<file path="src/rtl/imm_decode_pkg.sv">
// Shared types for the decode buffer: format codes, opcode constants and the queued entry.
// Optional U/J decoding is enabled by defining IMM_UJ_EN.
package imm_decode_pkg;

    localparam int unsigned IMM_W = 64;

    typedef enum logic [2:0] {
        FMT_R    = 3'd0,
        FMT_I    = 3'd1,
        FMT_S    = 3'd2,
        FMT_B    = 3'd3,
        FMT_U    = 3'd4,
        FMT_J    = 3'd5,
        FMT_NONE = 3'd7
    } fmt_e;

    localparam logic [6:0] OPC_OP     = 7'b0110011;
    localparam logic [6:0] OPC_OP_IMM = 7'b0010011;
    localparam logic [6:0] OPC_LOAD   = 7'b0000011;
    localparam logic [6:0] OPC_JALR   = 7'b1100111;
    localparam logic [6:0] OPC_STORE  = 7'b0100011;
    localparam logic [6:0] OPC_BRANCH = 7'b1100011;
    localparam logic [6:0] OPC_LUI    = 7'b0110111;
    localparam logic [6:0] OPC_AUIPC  = 7'b0010111;
    localparam logic [6:0] OPC_JAL    = 7'b1101111;

    typedef struct packed {
        logic [IMM_W-1:0] imm;
        fmt_e             fmt;
        logic [4:0]       rd;
        logic [4:0]       rs1;
        logic [4:0]       rs2;
        logic             illegal;
    } entry_t;

endpackage

</file>
<file path="src/rtl/imm_decode_fifo.sv">
// DEPTH-entry synchronous FIFO of decoded entries; pointers wrap naturally (DEPTH is 2^n).
module imm_decode_fifo
    import imm_decode_pkg::*;
#(
    parameter int unsigned DEPTH = 2
) (
    input  logic   clk,
    input  logic   rst,
    input  logic   flush,
    input  logic   push,
    input  entry_t wdata,
    input  logic   pop,
    output entry_t rdata,
    output logic   full,
    output logic   empty
);

    localparam int unsigned AW = $clog2(DEPTH);
    localparam int unsigned CW = AW + 1;

    entry_t         mem [DEPTH];
    logic [AW-1:0]  wptr;
    logic [AW-1:0]  rptr;
    logic [CW-1:0]  count;
    logic           do_push;
    logic           do_pop;

    assign full    = (count == CW'(DEPTH));
    assign empty   = (count == '0);
    assign do_push = push && !full;
    assign do_pop  = pop && !empty;
    // Empty FIFO presents an all-zero entry so out_* data reads 0 when idle.
    assign rdata   = empty ? '0 : mem[rptr];

    always_ff @(posedge clk) begin
        if (rst || flush) begin
            wptr  <= '0;
            rptr  <= '0;
            count <= '0;
        end else begin
            if (do_push) wptr <= wptr + 1'b1;
            if (do_pop)  rptr <= rptr + 1'b1;
            case ({do_push, do_pop})
                2'b10:   count <= count + 1'b1;
                2'b01:   count <= count - 1'b1;
                default: count <= count;
            endcase
        end
    end

    always_ff @(posedge clk) begin
        if (rst) begin
            for (int i = 0; i < int'(DEPTH); i++) mem[i] <= '0;
        end else if (do_push && !flush) begin
            mem[wptr] <= wdata;
        end
    end

endmodule

</file>
<file path="src/rtl/imm_decode_buffer.sv">
// Decode front end: classifies instructions, extracts fields/immediate, queues for execute.
// Define IMM_UJ_EN to decode U-type (lui/auipc) and J-type (jal) instead of flagging them.
module imm_decode_buffer
    import imm_decode_pkg::*;
#(
    parameter int unsigned XLEN  = 64,
    parameter int unsigned DEPTH = 2,
    parameter int unsigned CNT_W = 16
) (
    input  logic             clk,
    input  logic             rst,
    input  logic             flush,
    input  logic             in_valid,
    output logic             in_ready,
    input  logic [31:0]      in_instr,
    output logic             out_valid,
    input  logic             out_ready,
    output logic [XLEN-1:0]  out_imm,
    output logic [2:0]       out_fmt,
    output logic [4:0]       out_rd,
    output logic [4:0]       out_rs1,
    output logic [4:0]       out_rs2,
    output logic             out_illegal,
    output logic [CNT_W-1:0] illegal_count
);

    entry_t           dec;
    entry_t           head;
    logic             full;
    logic             empty;
    logic             accept;
    logic [CNT_W-1:0] illegal_count_q;

    always_comb begin
        dec         = '0;
        dec.rd      = in_instr[11:7];
        dec.rs1     = in_instr[19:15];
        dec.rs2     = in_instr[24:20];
        dec.fmt     = FMT_NONE;
        dec.illegal = 1'b1;
        case (in_instr[6:0])
            OPC_OP: begin
                dec.fmt     = FMT_R;
                dec.illegal = 1'b0;
            end
            OPC_OP_IMM, OPC_LOAD, OPC_JALR: begin
                dec.fmt     = FMT_I;
                dec.illegal = 1'b0;
                dec.imm     = {{(IMM_W-12){in_instr[31]}}, in_instr[31:20]};
            end
            OPC_STORE: begin
                dec.fmt     = FMT_S;
                dec.illegal = 1'b0;
                dec.imm     = {{(IMM_W-12){in_instr[31]}}, in_instr[31:25], in_instr[11:7]};
            end
            OPC_BRANCH: begin
                dec.fmt     = FMT_B;
                dec.illegal = 1'b0;
                dec.imm     = {{(IMM_W-13){in_instr[31]}}, in_instr[31], in_instr[7],
                               in_instr[30:25], in_instr[11:8], 1'b0};
            end
`ifdef IMM_UJ_EN
            OPC_LUI, OPC_AUIPC: begin
                dec.fmt     = FMT_U;
                dec.illegal = 1'b0;
                dec.imm     = {{(IMM_W-32){in_instr[31]}}, in_instr[31:12], 12'b0};
            end
            OPC_JAL: begin
                dec.fmt     = FMT_J;
                dec.illegal = 1'b0;
                dec.imm     = {{(IMM_W-21){in_instr[31]}}, in_instr[31], in_instr[19:12],
                               in_instr[20], in_instr[30:21], 1'b0};
            end
`endif
            default: begin
                dec.fmt     = FMT_NONE;
                dec.illegal = 1'b1;
            end
        endcase
    end

    // in_ready depends only on registered FIFO occupancy.
    assign in_ready = !full;
    assign accept   = in_valid && in_ready && !flush;

    imm_decode_fifo #(
        .DEPTH (DEPTH)
    ) u_fifo (
        .clk   (clk),
        .rst   (rst),
        .flush (flush),
        .push  (accept),
        .wdata (dec),
        .pop   (out_valid && out_ready),
        .rdata (head),
        .full  (full),
        .empty (empty)
    );

    always_ff @(posedge clk) begin
        if (rst) begin
            illegal_count_q <= '0;
        end else if (accept && dec.illegal && (illegal_count_q != '1)) begin
            illegal_count_q <= illegal_count_q + 1'b1;
        end
    end

    assign out_valid     = !empty;
    assign out_imm       = head.imm[XLEN-1:0];
    assign out_fmt       = head.fmt;
    assign out_rd        = head.rd;
    assign out_rs1       = head.rs1;
    assign out_rs2       = head.rs2;
    assign out_illegal   = head.illegal;
    assign illegal_count = illegal_count_q;

endmodule

</file>
<file path="config.mk">
export PLATFORM = sky130hd
export DESIGN_NAME = imm_decode_buffer
export DESIGN_NICKNAME = d
export VERILOG_FILES = /design/src/rtl/imm_decode_pkg.sv /design/src/rtl/imm_decode_fifo.sv /design/src/rtl/imm_decode_buffer.sv
export SDC_FILE = /design/constraint.sdc
export NUM_CORES = 1
export LEC_CHECK = 0
export ABC_AREA = 1
export ABC_CLOCK_PERIOD_IN_PS = 4300
export BUFFER_PORTS_ARGS = -buffer_cell sky130_fd_sc_hd__buf_2
export CAP_MARGIN = 40
export CORE_UTILIZATION = 32
export CTS_CLUSTER_SIZE = 30
export DETAILED_ROUTE_END_ITERATION = 7
export PLACE_DENSITY = 0.56
export SLEW_MARGIN = 20
export SYNTH_ARGS = -nofsm -noshare
export SYNTH_HDL_FRONTEND = slang
export SYNTH_HIERARCHICAL = 1
export SYNTH_SLANG_ARGS = --single-unit
</file>
<file path="constraint.sdc">
create_clock -name clk -period 4.3 [get_ports clk]
set_input_delay 0.43 -clock clk [delete_from_list [all_inputs] [get_ports clk]]
set_output_delay 0.43 -clock clk [all_outputs]
set_load 0.02 [all_outputs]
</file>
# Word-level counts from Yosys, hierarchy flattened
# Memories as Yosys holds them, arrays and structs flattened. A register that Yosys moved wholly into a read port is not among the register bits.
# Index checks and enable logic that the tools add are counted.
# totals
input_bits,37
ram_bits,166
n_memories,1
out_inout_bits,101
wordCells,52
reg_bits,20
# mem_list
name,words,word_bits,read_ports,rd_clocked_by_memory_dff,write_ports,line_no,source
u_fifo.mem,2,83,1,1,2,imm_decode_fifo.sv:21,entry_t mem [DEPTH];
# op_classes
n_reduce_logical,17
n_eq_ne,10
add_sub_neg,5
mux,15
# op_table
op,n
case mux 64 bit (3 select lines),1
2-to-1 mux 83 bit,2
OR reduction 83 bit,1
adder 16 x 1 -> 16 bit (second input constant),1
inequality test 16 bit (second input constant),1
== test 7 x 6 -> 1 bit (second input constant),2
== test 7 bit (second input constant),2
case mux 3 bit (4 select lines),1
2-to-1 mux 1 bit,10
logical AND 1 bit,8
== test 7 x 2 -> 1 bit (second input constant),1
== test 7 x 5 -> 1 bit (second input constant),1
OR reduction 6 bit,1
== test 2 bit (second input constant),2
case mux 2 bit (2 select lines),1
logical NOT 1 bit,3
OR reduction 3 bit,1
adder 1 bit (second input constant),2
adder 2 x 1 -> 2 bit (second input constant),1
== test 2 x 1 -> 1 bit (second input constant),1
logical NOT 2 bit,1
nonzero test 2 bit,1
subtractor 2 x 1 -> 2 bit (second input constant),1
logical OR 1 bit,1

# Logic depth before layout (Yosys ltp)
# logic_depth
word_depth,11
depth_mapped,12
mapped_depth_nobuf,12

# Cells and area by module
# Netlist, hierarchy kept.
# by_module_without_submodules
mod,cells_each,instances,area_each_um2,seq_area_each_um2
imm_decode_fifo,751,1,7541.0,5084.9
imm_decode_buffer,220,1,1298.7,320.3

# Least setup slack after synthesis
# OpenSTA, ideal clock, no wires.
# synth_timing
kind,flip-flop to flip-flop
startpoint,register u_fifo.count[0]
endpoint,"memory u_fifo/mem[1][0] in the netlist's numbering, enable pin"
period_less_slack_ns,3.742
setup_slack_ns,0.558
arrival_time_ns,3.298
setup_ns,0.444
t_required_ns,3.856
stages_incl_launch_ff,11
path_cell_list,dfxtp_1 > nor2_2 > inv_1 > nand2_1 > inv_1 > inv_1 > nor2_2 > nand3_1 > buf_4 > buf_6 > nand2_1
# synth_lines
element,line_no,source
from (decl),imm_decode_fifo.sv:24,logic [CW-1:0] count;
from (signal assigned),imm_decode_fifo.sv:44,2'b10: count <= count + 1'b1;
from (signal assigned),imm_decode_fifo.sv:45,2'b01: count <= count - 1'b1;
from (signal assigned),imm_decode_fifo.sv:46,default: count <= count;
to (decl),imm_decode_fifo.sv:21,

==> summary.txt <==
Run status
  – Status: complete, no violations

STA
  – Setup slack after layout: 1.61 ns
  – Sum of negative setup slack: 0 ns
  – Max Transition Viols Final: 0
  – RSZ-0062 raised after global routing: no
  – Final setup skew: 0.0110 ns
  – Final hold slack: 0.230 ns
  – Post-route minimum period: 2.69 ns
  – Headroom to the max-slew limit: 0.486
  – Post-route clock period utilization: 0.626
  – Transition time at the pin with the least slew margin: 0.769 ns
  – Number of hold-slack violations in the final timing report: 0
  – FMAX: 372 MHz
  – Setup violation total in the final timing report: 0

Die
  – Initial core utilization: 0.327
  – IO Count: 138
  – Number of placement rows: 60
  – Die height: 168 um
  – Placeable core area: 27000 sq um
  – Die Outline Area: 28300 sq um
  – Width of the die: 168 um

Placed design
  – Placement Setup Slack: 1.60 ns
  – Area of placed instances: 9890 sq um
  – Port Buffers: 134
  – Sum of net half-perimeters after detailed placement: 12.7 mm
  – Final weighted congestion in routability-driven placement: 0.766

Clocking
  – Total CTS buffers: 17
  – H-tree lvl count: 4
  – Clk root buf: clkbuf_16
  – Post-CTS repair timing setup buffer count: 0
  – Post_cts resized: 0
  – Later-pin clock latency in the skew report: 0.43 ns
  – Total clock sinks: 187
  – Clock-pin slew on the worst setup and hold paths: 0.08 ns
  – Clock Tree Buf Depth: 2
  – Hold-fix buffers, CTS: 0
  – CTS tree: done

Final layout
  – Share of post-route cells with drive strength above 1: 0.193
  – Fillcell total: 2707
  – Net total in the final layout: 1129
  – Area Overhead vs Synth: 19.4%
  – Final non-filler cell area: 10600 sq um

Worst setup path
  – Worst-path fanout max: 29
  – Capture instance of the worst register-to-register path: u_fifo/mem[0][9]
  – Register-to-Register Path Depth: 9
  – Required time of the critical path: 3.87 ns
  – Slack of the worst reg-to-reg path: 1.65 ns
  – Worst setup path class: register to output port
  – Element type at the critical path start: register
  – Endpoint of the worst setup timing path: out_rs2[1]
  – Capturing element type of the critical path: output port
  – Arrival time of the worst setup path: 2.26 ns
  – Worst reg2reg startpoint: u_fifo/count[0]

Synthesis
  – Post-synth cell types: 29
  – Main flop type after synthesis: edfxtp_1
  – Synth area leader: edfxtp_1
  – FF+latch count, synth: 187
  – Net count after synthesis: 1010
  – Ys Warns: 6
  – Leading cell types by total area after synthesis: edfxtp_1, nand2_1, nor2_1, inv_1, a21oi_1
  – Top cells by instance count after synthesis: nand2_1, nor2_1, edfxtp_1
  – Proportion of synthesized chip area in sequential cells: 0.611
  – Number of synthesized flops with an enable pin: 166
  – Post-synth ARST share: 0
  – Portion of synthesized cell area occupied by the leading cell type: 0.564
  – Gate count of the mapped netlist: 971
  – Count leader, synth: nand2_1
  – Mean post-synth cell area: 9.10 sq um
  – Synthesized area: 8840 sq um

Detailed routing
  – Count of routing violations after the opening detailed-route iteration: 331
  – Total via count in the routed design: 6638
  – Router iterations before antenna repair: 4
  – DRC: 0
  – Average wire per cell in the routed design: 14.8 um
  – Vias per cell: 4.59
  – Residual antenna-violating net count after detailed routing: 0
  – Drt total wl: 21.5 mm

Power and ir drop
  – LEAKAGE: 4.34 nW
  – Total power density per cell area: 384 nW/um^2
  – Worst vdd ir: 0.000223 V

Min path
  – Hold_sp: rst
  – Class of the most critical hold timing path: primary input to register

Global routing
  – Vias in the first global route: 6463
  – Gr ovfl total: 0
  – All-layer global routing usage: 0.156
  – Pin count of the biggest net entering global routing: 45
  – First-pass GRT wire length: 33.9 mm
  – Antenna violations before repair: 3

Job
  – # Max-Cap Violations: 0
## flip-flops by register name, indices dropped and copies added, names as in the netlist, named ones only
signal and flops:
u_fifo/mem 166, illegal_count 16, u_fifo/count 2, u_fifo/rptr 1, u_fifo/wptr 1
## power breakdown
group | total, W | switching [W] | internal [W] | leakage, nW
registers | 0.00206 | 0.0000194 | 0.00204 | 1.88
logic | 0.000220 | 0.000157 | 0.0000625 | 2.13
clock network | 0.00178 | 0.000728 | 0.00105 | 0.325
## kinds of logic (layout without fill, tap and decap cells)
| kind of cell | count (synthesis) | count (layout) | synth area share |
|---|---|---|---|
| xor+xnor | 1 | 1 | 0.000991 |
| flops | 187 | 187 | 0.611 |
| compound gates | 103 | 103 | 0.0609 |
| simple gates | 495 | 495 | 0.231 |
| other cells | 0 | 3 | 0 |
| fa+ha+maj | 2 | 2 | 0.00283 |
| buf+inv | 183 | 315 | 0.0931 |
## critical path: stages, from the launching register on
cell and delay [ns]:
dfxtp_4 0.34, inv_2 0.45, buf_4 0.44, nand2_1 0.09, a21oi_1 0.28, buf_2 0.24
## layer usage
layer / part of all wire / GRT usage / up-vias
li1: - / - / 3322
met1: 0.45 / 0.192 / 3176
met2: 0.50 / 0.276 / 126
met3: 0.033 / 0.0270 / 14
met4: 0.0096 / 0.0490 / 0
met5: 0 / 0 / -
## cell usage in the layout, fill, tap and decap left out, drive strengths merged, types with 3 or more instances in the layout
cell / synthesis / layout
nor2: 220 / 220
bufinv: 0 / 5
diode: 0 / 3
clkbuf: 5 / 17
clkinv: 0 / 4
o21ai: 3 / 3
dfxtp: 21 / 21
a21oi: 94 / 94
inv: 135 / 141
a32o: 4 / 4
nor3: 3 / 3
nand4: 5 / 5
nand2: 238 / 238
edfxtp: 166 / 166
buf: 43 / 148
nand3: 27 / 27
## worst min-delay path by stage
stage | to | slack, ns | cells past startpoint
after floorplan | u_fifo/wptr | 0.46 | 2
after global placement | u_fifo/rptr | 0.48 | 2
after detailed placement | u_fifo/rptr | 0.49 | 2
after CTS | illegal_count[12] | 0.21 | 2
after global routing | illegal_count[12] | 0.22 | 2
final | illegal_count[12] | 0.23 | 2
## per-stage QoR
stage / power (W) / std cells / util
2_1_floorplan: 0.00224 / 971 / -
3_3_place_gp: 0.00231 / 1407 / 0.362
3_5_place_dp: 0.00232 / 1412 / 0.366
4_1_cts: 0.00410 / 1444 / 0.390
5_1_grt: 0.00420 / 1445 / 0.390
6_report: 0.00405 / 1447 / 0.391
## cell type report
cell class | count | area, sq um | area share
sequential | 187 | 5410 | 0.513
multi-input combinational | 601 | 2660 | 0.252
timing repair buffer | 148 | 891 | 0.0844
inverter | 135 | 507 | 0.0480
tap | 341 | 427 | 0.0404
clock buffer | 17 | 425 | 0.0403
clock inverter | 15 | 233 | 0.0221
antenna | 3 | 7.51 | 0.000711
Power figures use the tool's default switching activity.
